File: src/rtl/alu_decode_stage_if.sv
// ============================================================================
// Module   : alu_decode_stage_if
// Brief    : Instruction-in / decoded-entry-out bus of the ALU decode stage.
// Revision : 1.0 - initial release
// ============================================================================
`default_nettype none

interface alu_decode_stage_if #(
    parameter int CNT_W = 16
);
    logic             instr_valid;
    logic             instr_ready;
    logic [31:0]      instr;
    logic             ex_ready;
    logic             ex_valid;
    logic             add_en;
    logic             sub_en;
    logic             sll_en;
    logic             slt_en;
    logic             xor_en;
    logic             sra_en;
    logic             srl_en;
    logic             or_en;
    logic             and_en;
    logic             sign_valid;
    logic             imm_valid;
    logic [31:0]      imm;
    logic [4:0]       rs1_addr;
    logic [4:0]       rs2_addr;
    logic [4:0]       rd_addr;
    logic             rd_we;
    logic             illegal_instr;
    logic [CNT_W-1:0] issue_cnt;

    // Decode-stage view.
    modport master (
        input  instr_valid, instr, ex_ready,
        output instr_ready, ex_valid,
               add_en, sub_en, sll_en, slt_en, xor_en, sra_en, srl_en, or_en, and_en,
               sign_valid, imm_valid, imm, rs1_addr, rs2_addr, rd_addr,
               rd_we, illegal_instr, issue_cnt
    );

    // Upstream-fetch / downstream-ALU view.
    modport slave (
        output instr_valid, instr, ex_ready,
        input  instr_ready, ex_valid,
               add_en, sub_en, sll_en, slt_en, xor_en, sra_en, srl_en, or_en, and_en,
               sign_valid, imm_valid, imm, rs1_addr, rs2_addr, rd_addr,
               rd_we, illegal_instr, issue_cnt
    );
endinterface

`default_nettype wire

File: src/rtl/alu_decode_stage.sv
// ============================================================================
// Module   : alu_decode_stage
// Brief    : RV32I OP / OP-IMM decode into registered one-hot ALU controls.
// Revision : 1.0 - initial release
// ============================================================================
`default_nettype none

module alu_decode_stage #(
    parameter int CNT_W = 16
) (
    input  wire                       clk,
    input  wire                       rst_n,
    input  wire                       flush,
    alu_decode_stage_if.master        bus
);

    localparam logic [6:0] c_OPC_OP     = 7'b0110011;
    localparam logic [6:0] c_OPC_OP_IMM = 7'b0010011;
    localparam logic [6:0] c_F7_BASE    = 7'b0000000;
    localparam logic [6:0] c_F7_ALT     = 7'b0100000;

    localparam int c_EN_ADD = 8;
    localparam int c_EN_SUB = 7;
    localparam int c_EN_SLL = 6;
    localparam int c_EN_SLT = 5;
    localparam int c_EN_XOR = 4;
    localparam int c_EN_SRA = 3;
    localparam int c_EN_SRL = 2;
    localparam int c_EN_OR  = 1;
    localparam int c_EN_AND = 0;

    logic [6:0]  w_opcode;
    logic [2:0]  w_f3;
    logic [6:0]  w_f7;
    logic        w_is_op;
    logic        w_is_opi;
    logic [31:0] w_imm_i;
    logic [31:0] w_imm_sh;

    logic [8:0]  w_en;
    logic        w_sign;
    logic        w_imm_valid;
    logic [31:0] w_imm;
    logic [4:0]  w_rs2;
    logic        w_legal;
    logic        w_rd_we;

    logic        w_accept;
    logic        w_consume;
    logic        w_ready;

    logic             r_ex_valid;
    logic [8:0]       r_en;
    logic             r_sign_valid;
    logic             r_imm_valid;
    logic [31:0]      r_imm;
    logic [4:0]       r_rs1;
    logic [4:0]       r_rs2;
    logic [4:0]       r_rd;
    logic             r_rd_we;
    logic             r_illegal;
    logic [CNT_W-1:0] r_issue_cnt;

    assign w_opcode = bus.instr[6:0];
    assign w_f3     = bus.instr[14:12];
    assign w_f7     = bus.instr[31:25];
    assign w_is_op  = (w_opcode == c_OPC_OP);
    assign w_is_opi = (w_opcode == c_OPC_OP_IMM);
    assign w_imm_i  = {{20{bus.instr[31]}}, bus.instr[31:20]};
    assign w_imm_sh = {27'b0, bus.instr[24:20]};

    // Enables, immediate and imm_valid stay zero unless the encoding is legal.
    always_comb begin
        w_en        = '0;
        w_sign      = 1'b0;
        w_imm_valid = 1'b0;
        w_imm       = '0;
        w_rs2       = '0;
        w_legal     = 1'b0;
        if (w_is_op) begin
            w_rs2 = bus.instr[24:20];
            case (w_f3)
                3'b000: begin
                    if (w_f7 == c_F7_BASE) begin
                        w_en[c_EN_ADD] = 1'b1;
                        w_legal        = 1'b1;
                    end else if (w_f7 == c_F7_ALT) begin
                        w_en[c_EN_SUB] = 1'b1;
                        w_legal        = 1'b1;
                    end
                end
                3'b101: begin
                    if (w_f7 == c_F7_BASE) begin
                        w_en[c_EN_SRL] = 1'b1;
                        w_legal        = 1'b1;
                    end else if (w_f7 == c_F7_ALT) begin
                        w_en[c_EN_SRA] = 1'b1;
                        w_legal        = 1'b1;
                    end
                end
                default: begin
                    if (w_f7 == c_F7_BASE) begin
                        w_legal = 1'b1;
                        case (w_f3)
                            3'b001:  w_en[c_EN_SLL] = 1'b1;
                            3'b010:  begin
                                w_en[c_EN_SLT] = 1'b1;
                                w_sign         = 1'b1;
                            end
                            3'b011:  w_en[c_EN_SLT] = 1'b1;
                            3'b100:  w_en[c_EN_XOR] = 1'b1;
                            3'b110:  w_en[c_EN_OR]  = 1'b1;
                            default: w_en[c_EN_AND] = 1'b1;
                        endcase
                    end
                end
            endcase
        end else if (w_is_opi) begin
            case (w_f3)
                3'b000: begin
                    w_en[c_EN_ADD] = 1'b1;
                    w_imm          = w_imm_i;
                    w_legal        = 1'b1;
                end
                3'b001: begin
                    if (w_f7 == c_F7_BASE) begin
                        w_en[c_EN_SLL] = 1'b1;
                        w_imm          = w_imm_sh;
                        w_legal        = 1'b1;
                    end
                end
                3'b010: begin
                    w_en[c_EN_SLT] = 1'b1;
                    w_sign         = 1'b1;
                    w_imm          = w_imm_i;
                    w_legal        = 1'b1;
                end
                // sltiu still sign-extends; the ALU compares the result unsigned.
                3'b011: begin
                    w_en[c_EN_SLT] = 1'b1;
                    w_imm          = w_imm_i;
                    w_legal        = 1'b1;
                end
                3'b100: begin
                    w_en[c_EN_XOR] = 1'b1;
                    w_imm          = w_imm_i;
                    w_legal        = 1'b1;
                end
                3'b101: begin
                    if (w_f7 == c_F7_BASE) begin
                        w_en[c_EN_SRL] = 1'b1;
                        w_imm          = w_imm_sh;
                        w_legal        = 1'b1;
                    end else if (w_f7 == c_F7_ALT) begin
                        w_en[c_EN_SRA] = 1'b1;
                        w_imm          = w_imm_sh;
                        w_legal        = 1'b1;
                    end
                end
                3'b110: begin
                    w_en[c_EN_OR] = 1'b1;
                    w_imm         = w_imm_i;
                    w_legal       = 1'b1;
                end
                default: begin
                    w_en[c_EN_AND] = 1'b1;
                    w_imm          = w_imm_i;
                    w_legal        = 1'b1;
                end
            endcase
            w_imm_valid = w_legal;
        end
    end

    assign w_rd_we   = w_legal && (bus.instr[11:7] != 5'd0);
    assign w_ready   = !flush && (!r_ex_valid || bus.ex_ready);
    assign w_accept  = bus.instr_valid && w_ready;
    assign w_consume = r_ex_valid && bus.ex_ready;

    always_ff @(posedge clk or negedge rst_n) begin
        if (!rst_n) begin
            r_ex_valid   <= 1'b0;
            r_en         <= '0;
            r_sign_valid <= 1'b0;
            r_imm_valid  <= 1'b0;
            r_imm        <= '0;
            r_rs1        <= '0;
            r_rs2        <= '0;
            r_rd         <= '0;
            r_rd_we      <= 1'b0;
            r_illegal    <= 1'b0;
            r_issue_cnt  <= '0;
        end else begin
            // A consumed legal entry counts even when a flush lands on the same edge.
            if (w_consume && !r_illegal) begin
                r_issue_cnt <= r_issue_cnt + 1'b1;
            end
            if (flush) begin
                r_ex_valid <= 1'b0;
                r_en       <= '0;
                r_rd_we    <= 1'b0;
                r_illegal  <= 1'b0;
            end else if (w_accept) begin
                r_ex_valid   <= 1'b1;
                r_en         <= w_en;
                r_sign_valid <= w_sign;
                r_imm_valid  <= w_imm_valid;
                r_imm        <= w_imm;
                r_rs1        <= bus.instr[19:15];
                r_rs2        <= w_rs2;
                r_rd         <= bus.instr[11:7];
                r_rd_we      <= w_rd_we;
                r_illegal    <= !w_legal;
            end else if (w_consume) begin
                r_ex_valid <= 1'b0;
                r_en       <= '0;
                r_rd_we    <= 1'b0;
                r_illegal  <= 1'b0;
            end
        end
    end

    assign bus.instr_ready   = w_ready;
    assign bus.ex_valid      = r_ex_valid;
    assign bus.add_en        = r_en[c_EN_ADD];
    assign bus.sub_en        = r_en[c_EN_SUB];
    assign bus.sll_en        = r_en[c_EN_SLL];
    assign bus.slt_en        = r_en[c_EN_SLT];
    assign bus.xor_en        = r_en[c_EN_XOR];
    assign bus.sra_en        = r_en[c_EN_SRA];
    assign bus.srl_en        = r_en[c_EN_SRL];
    assign bus.or_en         = r_en[c_EN_OR];
    assign bus.and_en        = r_en[c_EN_AND];
    assign bus.sign_valid    = r_sign_valid;
    assign bus.imm_valid     = r_imm_valid;
    assign bus.imm           = r_imm;
    assign bus.rs1_addr      = r_rs1;
    assign bus.rs2_addr      = r_rs2;
    assign bus.rd_addr       = r_rd;
    assign bus.rd_we         = r_rd_we;
    assign bus.illegal_instr = r_illegal;
    assign bus.issue_cnt     = r_issue_cnt;

endmodule

`default_nettype wire

File: src/flat_wrapper.sv
// flat-port wrapper written by rule: the top's interface ports become plain ports
module alu_decode_stage_flat 
#(
    parameter int CNT_W = 16
)
  (clk, rst_n, flush, bus_instr_valid, bus_instr, bus_ex_ready, bus_instr_ready, bus_ex_valid, bus_add_en, bus_sub_en, bus_sll_en, bus_slt_en, bus_xor_en, bus_sra_en, bus_srl_en, bus_or_en, bus_and_en, bus_sign_valid, bus_imm_valid, bus_imm, bus_rs1_addr, bus_rs2_addr, bus_rd_addr, bus_rd_we, bus_illegal_instr, bus_issue_cnt);
  alu_decode_stage_if #(.CNT_W(CNT_W)) bus_i ();
  input  wire clk;
  input  wire rst_n;
  input  wire flush;
  input wire logic [$bits(bus_i.instr_valid)-1:0] bus_instr_valid;
  input wire logic [$bits(bus_i.instr)-1:0] bus_instr;
  input wire logic [$bits(bus_i.ex_ready)-1:0] bus_ex_ready;
  output wire logic [$bits(bus_i.instr_ready)-1:0] bus_instr_ready;
  output wire logic [$bits(bus_i.ex_valid)-1:0] bus_ex_valid;
  output wire logic [$bits(bus_i.add_en)-1:0] bus_add_en;
  output wire logic [$bits(bus_i.sub_en)-1:0] bus_sub_en;
  output wire logic [$bits(bus_i.sll_en)-1:0] bus_sll_en;
  output wire logic [$bits(bus_i.slt_en)-1:0] bus_slt_en;
  output wire logic [$bits(bus_i.xor_en)-1:0] bus_xor_en;
  output wire logic [$bits(bus_i.sra_en)-1:0] bus_sra_en;
  output wire logic [$bits(bus_i.srl_en)-1:0] bus_srl_en;
  output wire logic [$bits(bus_i.or_en)-1:0] bus_or_en;
  output wire logic [$bits(bus_i.and_en)-1:0] bus_and_en;
  output wire logic [$bits(bus_i.sign_valid)-1:0] bus_sign_valid;
  output wire logic [$bits(bus_i.imm_valid)-1:0] bus_imm_valid;
  output wire logic [$bits(bus_i.imm)-1:0] bus_imm;
  output wire logic [$bits(bus_i.rs1_addr)-1:0] bus_rs1_addr;
  output wire logic [$bits(bus_i.rs2_addr)-1:0] bus_rs2_addr;
  output wire logic [$bits(bus_i.rd_addr)-1:0] bus_rd_addr;
  output wire logic [$bits(bus_i.rd_we)-1:0] bus_rd_we;
  output wire logic [$bits(bus_i.illegal_instr)-1:0] bus_illegal_instr;
  output wire logic [$bits(bus_i.issue_cnt)-1:0] bus_issue_cnt;
  assign bus_i.instr_valid = bus_instr_valid;
  assign bus_i.instr = bus_instr;
  assign bus_i.ex_ready = bus_ex_ready;
  assign bus_instr_ready = bus_i.instr_ready;
  assign bus_ex_valid = bus_i.ex_valid;
  assign bus_add_en = bus_i.add_en;
  assign bus_sub_en = bus_i.sub_en;
  assign bus_sll_en = bus_i.sll_en;
  assign bus_slt_en = bus_i.slt_en;
  assign bus_xor_en = bus_i.xor_en;
  assign bus_sra_en = bus_i.sra_en;
  assign bus_srl_en = bus_i.srl_en;
  assign bus_or_en = bus_i.or_en;
  assign bus_and_en = bus_i.and_en;
  assign bus_sign_valid = bus_i.sign_valid;
  assign bus_imm_valid = bus_i.imm_valid;
  assign bus_imm = bus_i.imm;
  assign bus_rs1_addr = bus_i.rs1_addr;
  assign bus_rs2_addr = bus_i.rs2_addr;
  assign bus_rd_addr = bus_i.rd_addr;
  assign bus_rd_we = bus_i.rd_we;
  assign bus_illegal_instr = bus_i.illegal_instr;
  assign bus_issue_cnt = bus_i.issue_cnt;
  alu_decode_stage #(.CNT_W(CNT_W)) u_core (.clk(clk), .rst_n(rst_n), .flush(flush), .bus(bus_i));
endmodule
File: config.mk
export PLATFORM = sky130hd
export DESIGN_NAME = alu_decode_stage_flat
export DESIGN_NICKNAME = d
export VERILOG_FILES = /design/src/rtl/alu_decode_stage_if.sv /design/src/rtl/alu_decode_stage.sv /design/src/flat_wrapper.sv
export SDC_FILE = /design/constraint.sdc
export NUM_CORES = 1
export LEC_CHECK = 0
export ABC_AREA = 1
export CAP_MARGIN = 10
export CORE_MARGIN = 1
export CORE_UTILIZATION = 40
export CTS_CLUSTER_DIAMETER = 150
export DETAILED_ROUTE_END_ITERATION = 8
export DONT_BUFFER_PORTS = 1
export RECOVER_POWER = 50
export SYNTH_ARGS = -nofsm -noshare
export SYNTH_HDL_FRONTEND = slang
export SYNTH_SLANG_ARGS = --single-unit
File: constraint.sdc
create_clock -name clk -period 1.6 [get_ports clk]
set_clock_uncertainty 0.15 [all_clocks]
set_input_delay 0.16 -clock clk [delete_from_list [all_inputs] [get_ports clk]]
set_output_delay 0.16 -clock clk [all_outputs]
set_load 0.1 [all_outputs]
# Word level (Yosys, flattened, before mapping)
# Index checks and enable logic that the tools add are counted.
[op_classes]
add_sub_neg = 1
eq_ne = 9
n_mux = 50
n_bitwise = 1
reduce_logical = 19
[ops]
columns = ["op", "count"]
rows = [
  ["32-bit two-way mux", 3],
  ["32-bit case mux with 2 select lines", 1],
  ["1-bit two-way mux", 31],
  ["9-bit two-way mux", 3],
  ["16-bit by 1-bit adder with 16-bit output, second input constant", 1],
  ["5-bit two-way mux", 3],
  ["7-bit by 6-bit equality test with 1-bit output, second input constant", 2],
  ["7-bit two-way mux", 2],
  ["3-bit equality test, second input constant", 3],
  ["2-bit two-way mux", 4],
  ["7-bit by 5-bit equality test with 1-bit output, second input constant", 1],
  ["7-bit logical NOT", 1],
  ["7-bit OR reduction", 1],
  ["3-bit by 2-bit equality test with 1-bit output, second input constant", 2],
  ["3-bit two-way mux", 2],
  ["1-bit logical AND", 5],
  ["5-bit nonzero test", 1],
  ["5-bit OR reduction", 1],
  ["1-bit logical NOT", 4],
  ["2-bit OR reduction", 2],
  ["3-bit by 1-bit equality test with 1-bit output, second input constant", 1],
  ["3-bit logical NOT", 1],
  ["3-bit nonzero test", 1],
  ["1-bit case mux with 2 select lines", 1],
  ["other kinds (3)", 3],
]
[totals]
register_bits = 77
wordCells = 91

# Longest topological paths before layout
# Gate-level depths: netlist of run 1.
[logic_depth]
ltp_word = 9
mapped_depth = 9

# Worst setup path before layout of run 1
# OpenSTA, ideal clock, no wires.
[synth_path]
path_kind = "reg2reg"
startpoint = "register u_core.r_ex_valid (netlist: u_core.bus.ex_valid)"
endpoint = "register u_core.r_imm[0] (netlist: u_core.bus.imm[0])"
setup_ns = 0.129
arrival_time_ns = 2.071
setup_slack_ns = -0.750
path_stages_with_launch = 9
n_path_buf = 2
synth_period_minus_slack_ns = 2.350
path_cell_list = "dfrtp_1 inv_2 nor2_2 nor2_4 nand2_4 buf_12 buf_8 nand2_1 o21ai_0"
[synth_between]
elab_chain_len = 5
[synth_rtl]
columns = ["item", "line_no", "text"]
rows = [
  ["from (decl)", "alu_decode_stage.sv:52", "logic r_ex_valid;"],
  ["from (signal assigned)", "alu_decode_stage.sv:182", "r_ex_valid <= 1'b0;"],
  ["from (signal assigned)", "alu_decode_stage.sv:199", "r_ex_valid <= 1'b0;"],
  ["from (signal assigned)", "alu_decode_stage.sv:204", "r_ex_valid <= 1'b1;"],
  ["1-bit logical NOT", "alu_decode_stage.sv:176", "assign w_ready = !flush && (!r_ex_valid || bus.ex_ready);"],
  ["1-bit logical OR", "alu_decode_stage.sv:176", ""],
  ["1-bit logical AND", "alu_decode_stage.sv:176", ""],
  ["named net bus_instr_ready", "flat_wrapper.sv:14", "output wire logic [$bits(bus_i.instr_ready)-1:0] bus_instr_ready;"],
  ["1-bit logical AND", "alu_decode_stage.sv:177", "assign w_accept = bus.instr_valid && w_ready;"],
  ["2-bit AND reduction (no source line)", "n/a", ""],
  ["to (signal assigned)", "alu_decode_stage.sv:208", "r_imm <= w_imm;"],
  ["to (decl)", "alu_decode_stage.sv:56", "logic [31:0] r_imm;"],
]
# The timed path passes the listed nets, and every way through them passes these cells.
# A chain may end at the register's enable or synchronous reset.

==> run summary, run 1 <==
achievable frequency: 591.7 MHz
Die H: 89.06 um
RR Startpoint: u_core.bus.ex_valid
Critical Path Slowest Stage Cell: buf_16
drt wl/cell: 12.51 um
Critical Path RT: 1.29 ns
Synth Register Bits: 57
Max transition margin: 0.6139
Initial Util: 0.4158
grt ovf: 0
TritonCTS clock tree: yes
vias per cell: 4.586
routed wire length: 6706 um
Final Core Density: 0.5728
status: finished, violations left
Clock transition at path regs: 0.07 ns
layout cells sized above 1: 0.3684
min-delay worst type: input pin to async pin
Mapped Avg Cell Area: 8.762 sq um
Fin Hold WS: -0.6268 ns
Crit Path Class: flop to output pin
Clock Sinks: 57
drt pass-1 iters: 4
Core Rows: 31
Slew Viols, Final: 0
Mapped Area: 3032 sq um
Max VDD drop: 514.8 uV
worst-skew pair later-pin latency: 0.33 ns
cells along the critical path: buf_16
Layout Nets: 470
Seq/Total Area, Yosys: 0.4705
port bufs: 0
Ports: 115
cts hold-fix bufs: 29
CTS Buf Count: 9
number of fill cells in the layout: 684
failing checks: negative hold slack, negative setup slack
EDFF count, synth: 0
die area: 7932 sq um
post-synth net total: 384
crit-path leading delay family: buffers and inverters
initial antenna violation count: 0
asr flop ratio synth: 1.000
commonest non-fill, non-tap cell in the layout: nand2_1
core area: 7292 sq um
pin count of the biggest net entering global routing: 58
Main synth FF type: dfrtp_1
clock tree buffer depth: 2
commonest cells after routing, fill and taps aside: 109 x nand2_1, 39 x dfrtp_1, 37 x buf_4
H-tree levels: 3
slowest cell delay on critical path: 0.58 ns
Final setup viols: 16
Synth Warn #: 0
DRC Markers: 0
diode count: 0
HPWL after DPL: 4850 um
Critical Path AT: 1.38 ns
Final Cycle Share: 1.056
Cell variety after synth: 33
PwrDens: 1096 nW/um^2
Die W: 89.06 um
Final ANT Viol Nets: 0
RePlAce Congestion: 0.8195
CP max FO: 7
type of origin of the critical path: flop
Worst Tran Pin Value: 0.5792 ns
Worst setup startpoint: u_core.bus.imm[30]
CTS root buf: clkbuf_8
1st-iter DRT viols: 83
first-pass GRT wire length: 11,060 um
post-synthesis cell count: 346
min Tclk post-route: 1.690 ns
P_leak: 0.002091 uW
Area Overhead vs Synth: 37.76%
Crit. End Element: output pin
RSZ-0062 raised after global routing: true
Fin. Hold Viols: 57
Buf/Inv on CP: 1
vias in the first global route: 2,463
Final WS setup: -0.09011 ns
via count of the routed design: 2,458
maxcap violations: 0
Total Routing Usage GR: 0.1834
-- per-stage QoR --
step / area, sq um / cells / setup TNS (ns) / setup slack [ns] / total power [uW]
2_1_floorplan: 3115 / 346 / -20.52 / -0.5216 / 2697
3_5_place_dp: 3603 / 488 / 0 / 0.1028 / 2916
3_3_place_gp: 3603 / 488 / 0 / 0.1146 / 2906
4_1_cts: 4184 / 534 / -1.207 / -0.1315 / 4644
5_1_grt: 4177 / 536 / -1.738 / -0.1221 / 4778
6_report: 4177 / 536 / -1.069 / -0.09011 / 4578
-- layout make-up --
| type | count | area (sq um) | share of cell area |
|---|---|---|---|
| flip-flops and latches | 57 | 1479 | 0.3541 |
| multi-input cells | 221 | 1236 | 0.2960 |
| repair buffers | 102 | 934.6 | 0.2238 |
| inverters | 41 | 158.9 | 0.03805 |
| clock buffers | 11 | 141.4 | 0.03385 |
| well taps | 99 | 123.9 | 0.02966 |
| clock inverters | 5 | 102.6 | 0.02457 |
-- state kept, by name (all words and copies together), names as in the netlist --
| name | count |
|---|---|
| u_core.bus.issue_cnt | 16 |
| u_core.bus.imm | 12 |
| u_core.r_en | 9 |
| u_core.bus.rd_addr | 5 |
| u_core.bus.rs1_addr | 5 |
| u_core.bus.rs2_addr | 5 |
| u_core.bus.ex_valid | 1 |
| u_core.bus.illegal_instr | 1 |
| u_core.bus.imm_valid | 1 |
| u_core.bus.rd_we | 1 |
| u_core.bus.sign_valid | 1 |
-- timing repair --
| action | in CTS | in global routing |
|---|---|---|
| endpoints found under the hold margin | 99 | 57 |
| pin swaps | 1 | 1 |
| setup endpoints to repair | 15 | 25 |
| gates resized for setup | 7 | 7 |
| buffers inserted | 1 | 2 |
-- routing by layer --
metal | vias up | GRT usage | wire [um]
met2 | 78 | 0.3000 | 3229
met1 | 1147 | 0.2333 | 3003
met4 | 0 | 0.08802 | 78
li1 | 1225 | - | -
met3 | 8 | 0.03786 | 394
met5 | - | 0 | 0
-- cells in the mapped netlist (6+ instances only) --
master | number | area (sq um)
nor3_1 | 7 | 35.03
o21ai_2 | 11 | 96.34
nor2_1 | 15 | 56.30
o21ai_0 | 6 | 30.03
nor2_4 | 6 | 67.56
nand2_2 | 11 | 68.82
nand3_1 | 15 | 75.07
inv_1 | 37 | 138.9
dfrtp_1 | 57 | 1426
buf_4 | 21 | 157.7
nand2_1 | 111 | 416.7
-- power by group --
part	internal (uW)	switching, uW	leakage, uW
sequential	1570	90.9	0.000727
combinational	282	1000	0.00124
clock	1070	558	0.000120
total	2920	1650	0.00209
-- path summary, 6_finish.rpt --
kind,to,slack (ns),cells after the start
setup / recovery,bus_imm[21],-0.09,1
max in group asynchronous,u_core.bus.illegal_instr,1.81,0
hold reg to reg,u_core.bus.rs1_addr[1],0.33,2
min in group clk,u_core.r_en[7],0.01,5
setup reg to reg,u_core.bus.issue_cnt[8],0.10,7
hold / removal,u_core.bus.imm[10],-0.63,0
-- cell families after synthesis --
kind of cell               after synthesis  share of synthesized area
AOI/OAI and AO/OA                       25                    0.05902
and+or+nand+nor                        186                     0.3095
DFF                                     57                     0.4705
xor gates and xnor gates                 9                    0.02600
adders and majority gates                1                   0.004126
buffers and inverters                   68                     0.1308
Power figures use the tool's default switching activity.
==> run 2: changes to the inputs <==
Settings changed: SLEW_MARGIN set to 20.
==> results of run 2 <==
No change in the layout: final DEF, timing and power equal those of run 1.
==> variant 1: new RTL, settings of run 1 <==
`CNT_W` is set to 16 in 3 places; all go to 32.
--- a/src/rtl/alu_decode_stage_if.sv
+++ b/src/rtl/alu_decode_stage_if.sv
@@ -6,7 +6,7 @@
 `default_nettype none
 
 interface alu_decode_stage_if #(
-    parameter int CNT_W = 16
+    parameter int CNT_W = 32
 );
     logic             instr_valid;
     logic             instr_ready;
--- a/src/rtl/alu_decode_stage.sv
+++ b/src/rtl/alu_decode_stage.sv
@@ -6,7 +6,7 @@
 `default_nettype none
 
 module alu_decode_stage #(
-    parameter int CNT_W = 16
+    parameter int CNT_W = 32
 ) (
     input  wire                       clk,
     input  wire                       rst_n,
--- a/src/flat_wrapper.sv
+++ b/src/flat_wrapper.sv
@@ -1,7 +1,7 @@
 // flat-port wrapper written by rule: the top's interface ports become plain ports
 module alu_decode_stage_flat 
 #(
-    parameter int CNT_W = 16
+    parameter int CNT_W = 32
 )
   (clk, rst_n, flush, bus_instr_valid, bus_instr, bus_ex_ready, bus_instr_ready, bus_ex_valid, bus_add_en, bus_sub_en, bus_sll_en, bus_slt_en, bus_xor_en, bus_sra_en, bus_srl_en, bus_or_en, bus_and_en, bus_sign_valid, bus_imm_valid, bus_imm, bus_rs1_addr, bus_rs2_addr, bus_rd_addr, bus_rd_we, bus_illegal_instr, bus_issue_cnt);
   alu_decode_stage_if #(.CNT_W(CNT_W)) bus_i ();
Ports: changed (resized bus_issue_cnt); port bits go from 115 to 131. No check against the original RTL was run, so the function may have changed too.
==> variant 1 against run 1 <==
Via count rose by 49%; sequential cell count rose by 16; fmax shrank 27%; first-iteration DRC count grew 46%; routed wire length grew 58%; clock power increased by 3%; sequential power grew 25%; setup slack got worse by 640 ps; the run still ends with negative hold slack, negative setup slack left; cell count is 42% higher; cell area is 38% higher; critical path type unchanged; die area increased by 27%; area after synthesis increased by 28%; total power up 14%.
==> variant 1: results (changes against run 1) <==
largest fanout on the critical path 10 (+3); Distinct cells, synth 29 (-12%); Crit path arrival time 2020 ps (+640 ps); clock insertion delay at the later pin of the skew report 350 ps (+20 ps); average size of a mapped cell 7.754 um^2 (-11%); fin nets 665 (+41%); Hold WS -653.9 ps (-27.04 ps); fraction of layout cells with a size suffix above 1 37.82% (+0.97 points); leakage power 0.002761 uW (+32%); measured slew at the worst slew-check pin 575.7 ps (-3.530 ps); Synth top cells by count nand2_1, dfrtp_1, inv_1; first-pass GRT wire length 16.57 mm (+50%); Critical R2R Capture u_core.bus.imm[30]; outcome complete, but fails checks; RD Place Congestion 0.8496 (+3.7%); r2r setup slk -290 ps (-390 ps); number of global-route vias before repair 3,647 (+48%); Area contributors post-synth dfrtp_1, nand2_1, inv_1, nor2_1, buf_4; Post-Route WL 10.63 mm (+58%); Syn Nets 539 (+40%); Final Core Density 61.94% (+4.7 points); final setup fails 37 (+21); setup ws final -725.5 ps (-635.4 ps); DR iter-0 viols 121 (+46%); Via Count 3,651 (+49%); DPL Wire Length 7.043 mm (+45%); placed cell count 694 (+42%); Fin. Hold Viols 73 (+28%); Fillers 792 (+16%); largest net degree at the start of global routing 74 (+28%); placed cell areas 0.004817 mm^2 (+34%); internal power 3223 uW (+10%); CTS Hold Bufs 33 (+14%); Largest register FFs 32 (+16); Max rail drop VDD 0.5230 mV (+1.6%); failing checks negative hold slack, negative setup slack
variant 1: cell types whose count changed in the layout (fill, tap and decap cells not counted), sizes merged, moves of 8 or more:
cell,run 1,this run
nand2,125,199
nor2,26,57
dfrtp,57,73
buf,48,91
inv,41,49
clkbuf,36,25
variant 1: layout make-up:
class | instances | share of cell area, %
Multi-Input combinational cell | 356 | 34.08
Sequential cell | 73 | 33.69
Timing Repair Buffer | 140 | 22.39
Inverter | 47 | 3.140
Tap cell | 129 | 2.793
Clock buffer | 9 | 2.144
Clock inverter | 7 | 1.754
variant 1: stage by stage:
step | setup slack [ps] | hold slack, ps | setup TNS (ps)
2_1_floorplan | -497.4 | -285.6 | -18760
3_3_place_gp | -406.1 | -281.9 | -4281
3_5_place_dp | -420.1 | -282.3 | -4435
4_1_cts | -748.2 | -671.8 | -10260
5_1_grt | -777.3 | -681.5 | -13930
6_report | -725.5 | -653.9 | -10830
variant 1: layer usage:
| layer | track usage [%] | part of all wire, % | up-vias | wire (um) |
|---|---|---|---|---|
| li1 | - | - | 1796 | - |
| met1 | 23.89 | 41 | 1741 | 4404 |
| met2 | 37.36 | 52 | 104 | 5544 |
| met3 | 5.548 | 5.2 | 10 | 552 |
| met4 | 8.361 | 1.2 | 0 | 123 |
| met5 | 0 | 0 | - | 0 |
variant 1: logic make-up (layout without fill, tap and decap cells):
logic type,Yosys count,after routing,share of synthesized area (%)
adders and majority gates,1,1,0.3220
xor gates and xnor gates,17,17,3.832
buffers and inverters,73,203,9.404
AOI/OAI and AO/OA,29,29,3.833
and+or+nand+nor,308,309,35.59
DFF,73,73,47.02
variant 1: power groups by stage:
stage	clock (uW)	combinational [uW]	sequential, uW
after floorplan	0	318	2840
after global placement	0	1290	2110
after detailed placement	0	1300	2120
after CTS	1720	1380	2080
after global routing	1780	1520	2090
final	1680	1450	2080
variant 1: worst max-delay path, cell delays in order, from the launching register on:
cell and delay (ps):
dfrtp_4 440, buf_16 600, buf_16 390, buf_16 220
variant 1: worst max path at each step:
stage	endpoint	slack [ps]	cells after the start
after floorplan	u_core.r_en[4]	-500	9
after global placement	bus_imm[11]	-410	3
after detailed placement	bus_imm[11]	-420	3
after CTS	bus_imm[11]	-750	3
after global routing	bus_imm[11]	-780	3
final	bus_imm[11]	-730	3
variant 1: timing repair:
item,CTS,global route
pin swaps,2,22
buffers inserted,1,13
gates resized for setup,9,72
gates cloned,0,4
setup endpoints to repair,24,71
endpoints found under the hold margin,114,73
==> variant 2: new RTL, config.mk and constraints of run 1 <==
Without the edit above. Reset style: synchronous (`rst_n`), changed in one clocked block.
--- a/src/rtl/alu_decode_stage.sv
+++ b/src/rtl/alu_decode_stage.sv
@@ -177,7 +177,7 @@
     assign w_accept  = bus.instr_valid && w_ready;
     assign w_consume = r_ex_valid && bus.ex_ready;
 
-    always_ff @(posedge clk or negedge rst_n) begin
+    always_ff @(posedge clk) begin
         if (!rst_n) begin
             r_ex_valid   <= 1'b0;
             r_en         <= '0;
Function: differs if rst_n is asserted again (counterexample within 4 cycles, from zero or initial values and one cycle with rst_n low); with rst_n held inactive, the same outputs for 4 cycles.
==> variant 2 against run 1 <==
The flow finishes with violations (negative setup slack); cell area decreased by 13%; first-iteration DRC count decreased by 8.4%; sequential cell count unchanged; core utilization increased by 2.5 points; setup slack got worse by 730 ps; non-clock buffer count increased by 8; routed wire length increased by 4.6%; area after synthesis decreased by 14%; critical endpoint is now bus_imm[11].
Power is not compared: it rests on default switching activity, and its combinational part moved more than twofold at a synthesized area within 25%.
==> variant 2: results (changes against run 1) <==
grt met1 use 24.77% (+1.4 points); Critical R2R Capture u_core.bus.imm[5]; Hold WS 1.324 ps (+628.2 ps); failing checks negative setup slack; final setup fails 65 (+49); worst setup path endpoint bus_imm[11]; placed cell count 470 (-3.7%); final cell count without fillers 530 (-1.1%); worst hold path type input port to flip-flop; FF/Latch Area 0.001181 mm^2 (-20%); average size of a mapped cell 7.205 um^2 (-18%); Fin Setup TNS -15,710 ps (-14,640 ps); met3 Use GR 6.264% (+2.5 points); Synth top cells by count nand2_1, dfxtp_1, a21oi_1; share of synthesized registers carrying an async set or reset 0% (-100 points); gr usage total 20.93% (+2.6 points); pre-CTS WS -569.0 ps (-671.8 ps); CP startpoint u_core.bus.imm[30]; setup ws final -815.3 ps (-725.2 ps); Area contributors post-synth dfxtp_1, nand2_1, a21oi_1, buf_4, nand3_1; Clk pin slew, worst setup/hold paths ~60 ps; first-pass GRT wire length 10.59 mm (-4.2%); outcome complete, but fails checks; fraction of layout cells with a size suffix above 1 31.65% (-5.2 points); RD Place Congestion 0.7919 (-3.4%); largest net degree at the start of global routing 28 (-52%); DPL Wire Length 4.680 mm (-3.5%); Most used DFF post-synth dfxtp_1; DR iter-0 viols 76 (-8.4%); Syn Nets 398 (+3.6%); worst reg-to-reg path cell count 8 (+1); r2r setup slk -180 ps (-280 ps); Reg-to-Reg Start u_core.bus.ex_valid; fin nets 488 (+3.8%); Crit path arrival time 2110 ps (+730 ps); placed cell areas 0.003132 mm^2 (-13%); Via Count 2,594 (+5.5%); measured slew at the worst slew-check pin 580.6 ps (+1.422 ps); register area share after synthesis 43.99% (-3.1 points); Fillers 592 (-13%)
## variant 2: changes by cell type in the layout (fill, tap and decap cells not counted), sizes merged, moves of 6 or more
| cell | change |
|---|---|
| nand3 | +6 |
| nor2 | +10 |
| buf | -17 |
| dfxtp | +57 |
| nand2 | -32 |
| dfrtp | -57 |
| clkbuf | +24 |
| a21oi | +47 |
| o21ai | -9 |
## variant 2: cells by family after synthesis
group                    Yosys count  synth area share, %
adder cells (fa/ha/maj)            1               0.4823
buffers and inverters             66                13.07
AO/OA/AOI/OAI                     64                12.45
AND/OR/NAND/NOR                  172                30.01
flip-flops                        57                43.99
## variant 2: worst max-delay path: stages (launching register included)
cell and delay, ps:
dfxtp_4 360, buf_16 840, buf_16 520
## variant 2: routing by layer
| layer | routed length [um] | up-vias |
|---|---|---|
| met5 | 0 | - |
| met4 | 99 | 0 |
| met3 | 449 | 10 |
| met2 | 3280 | 78 |
| met1 | 3187 | 1179 |
| li1 | - | 1327 |
## variant 2: area by class of cell
cell class / count / share of cell area [%]
clock inverter: 5 / 1.477
multi-input combinational: 237 / 32.43
inverter: 35 / 3.813
sequential: 57 / 32.43
tap: 75 / 2.576
timing repair buffer: 110 / 23.39
clock buffer: 11 / 3.882
## variant 2: power by group through the flow
stage / registers (uW) / clock network, uW / logic, uW
after floorplan: 1600 / 0 / 154
after global placement: 1470 / 0 / 324
after detailed placement: 1470 / 0 / 326
after CTS: 1440 / 1370 / 397
after global routing: 1440 / 1440 / 421
final: 1440 / 1330 / 396
## variant 2: what timing repair did
| action | CTS | global route |
|---|---|---|
| setup buffers | 0 | 14 |
| setup endpoints to repair | 21 | 65 |
| endpoints found under the hold margin | 56 | 0 |
| gates resized for setup | 2 | 15 |
| hold buffers | 30 | 0 |
| pin swaps | 0 | 6 |
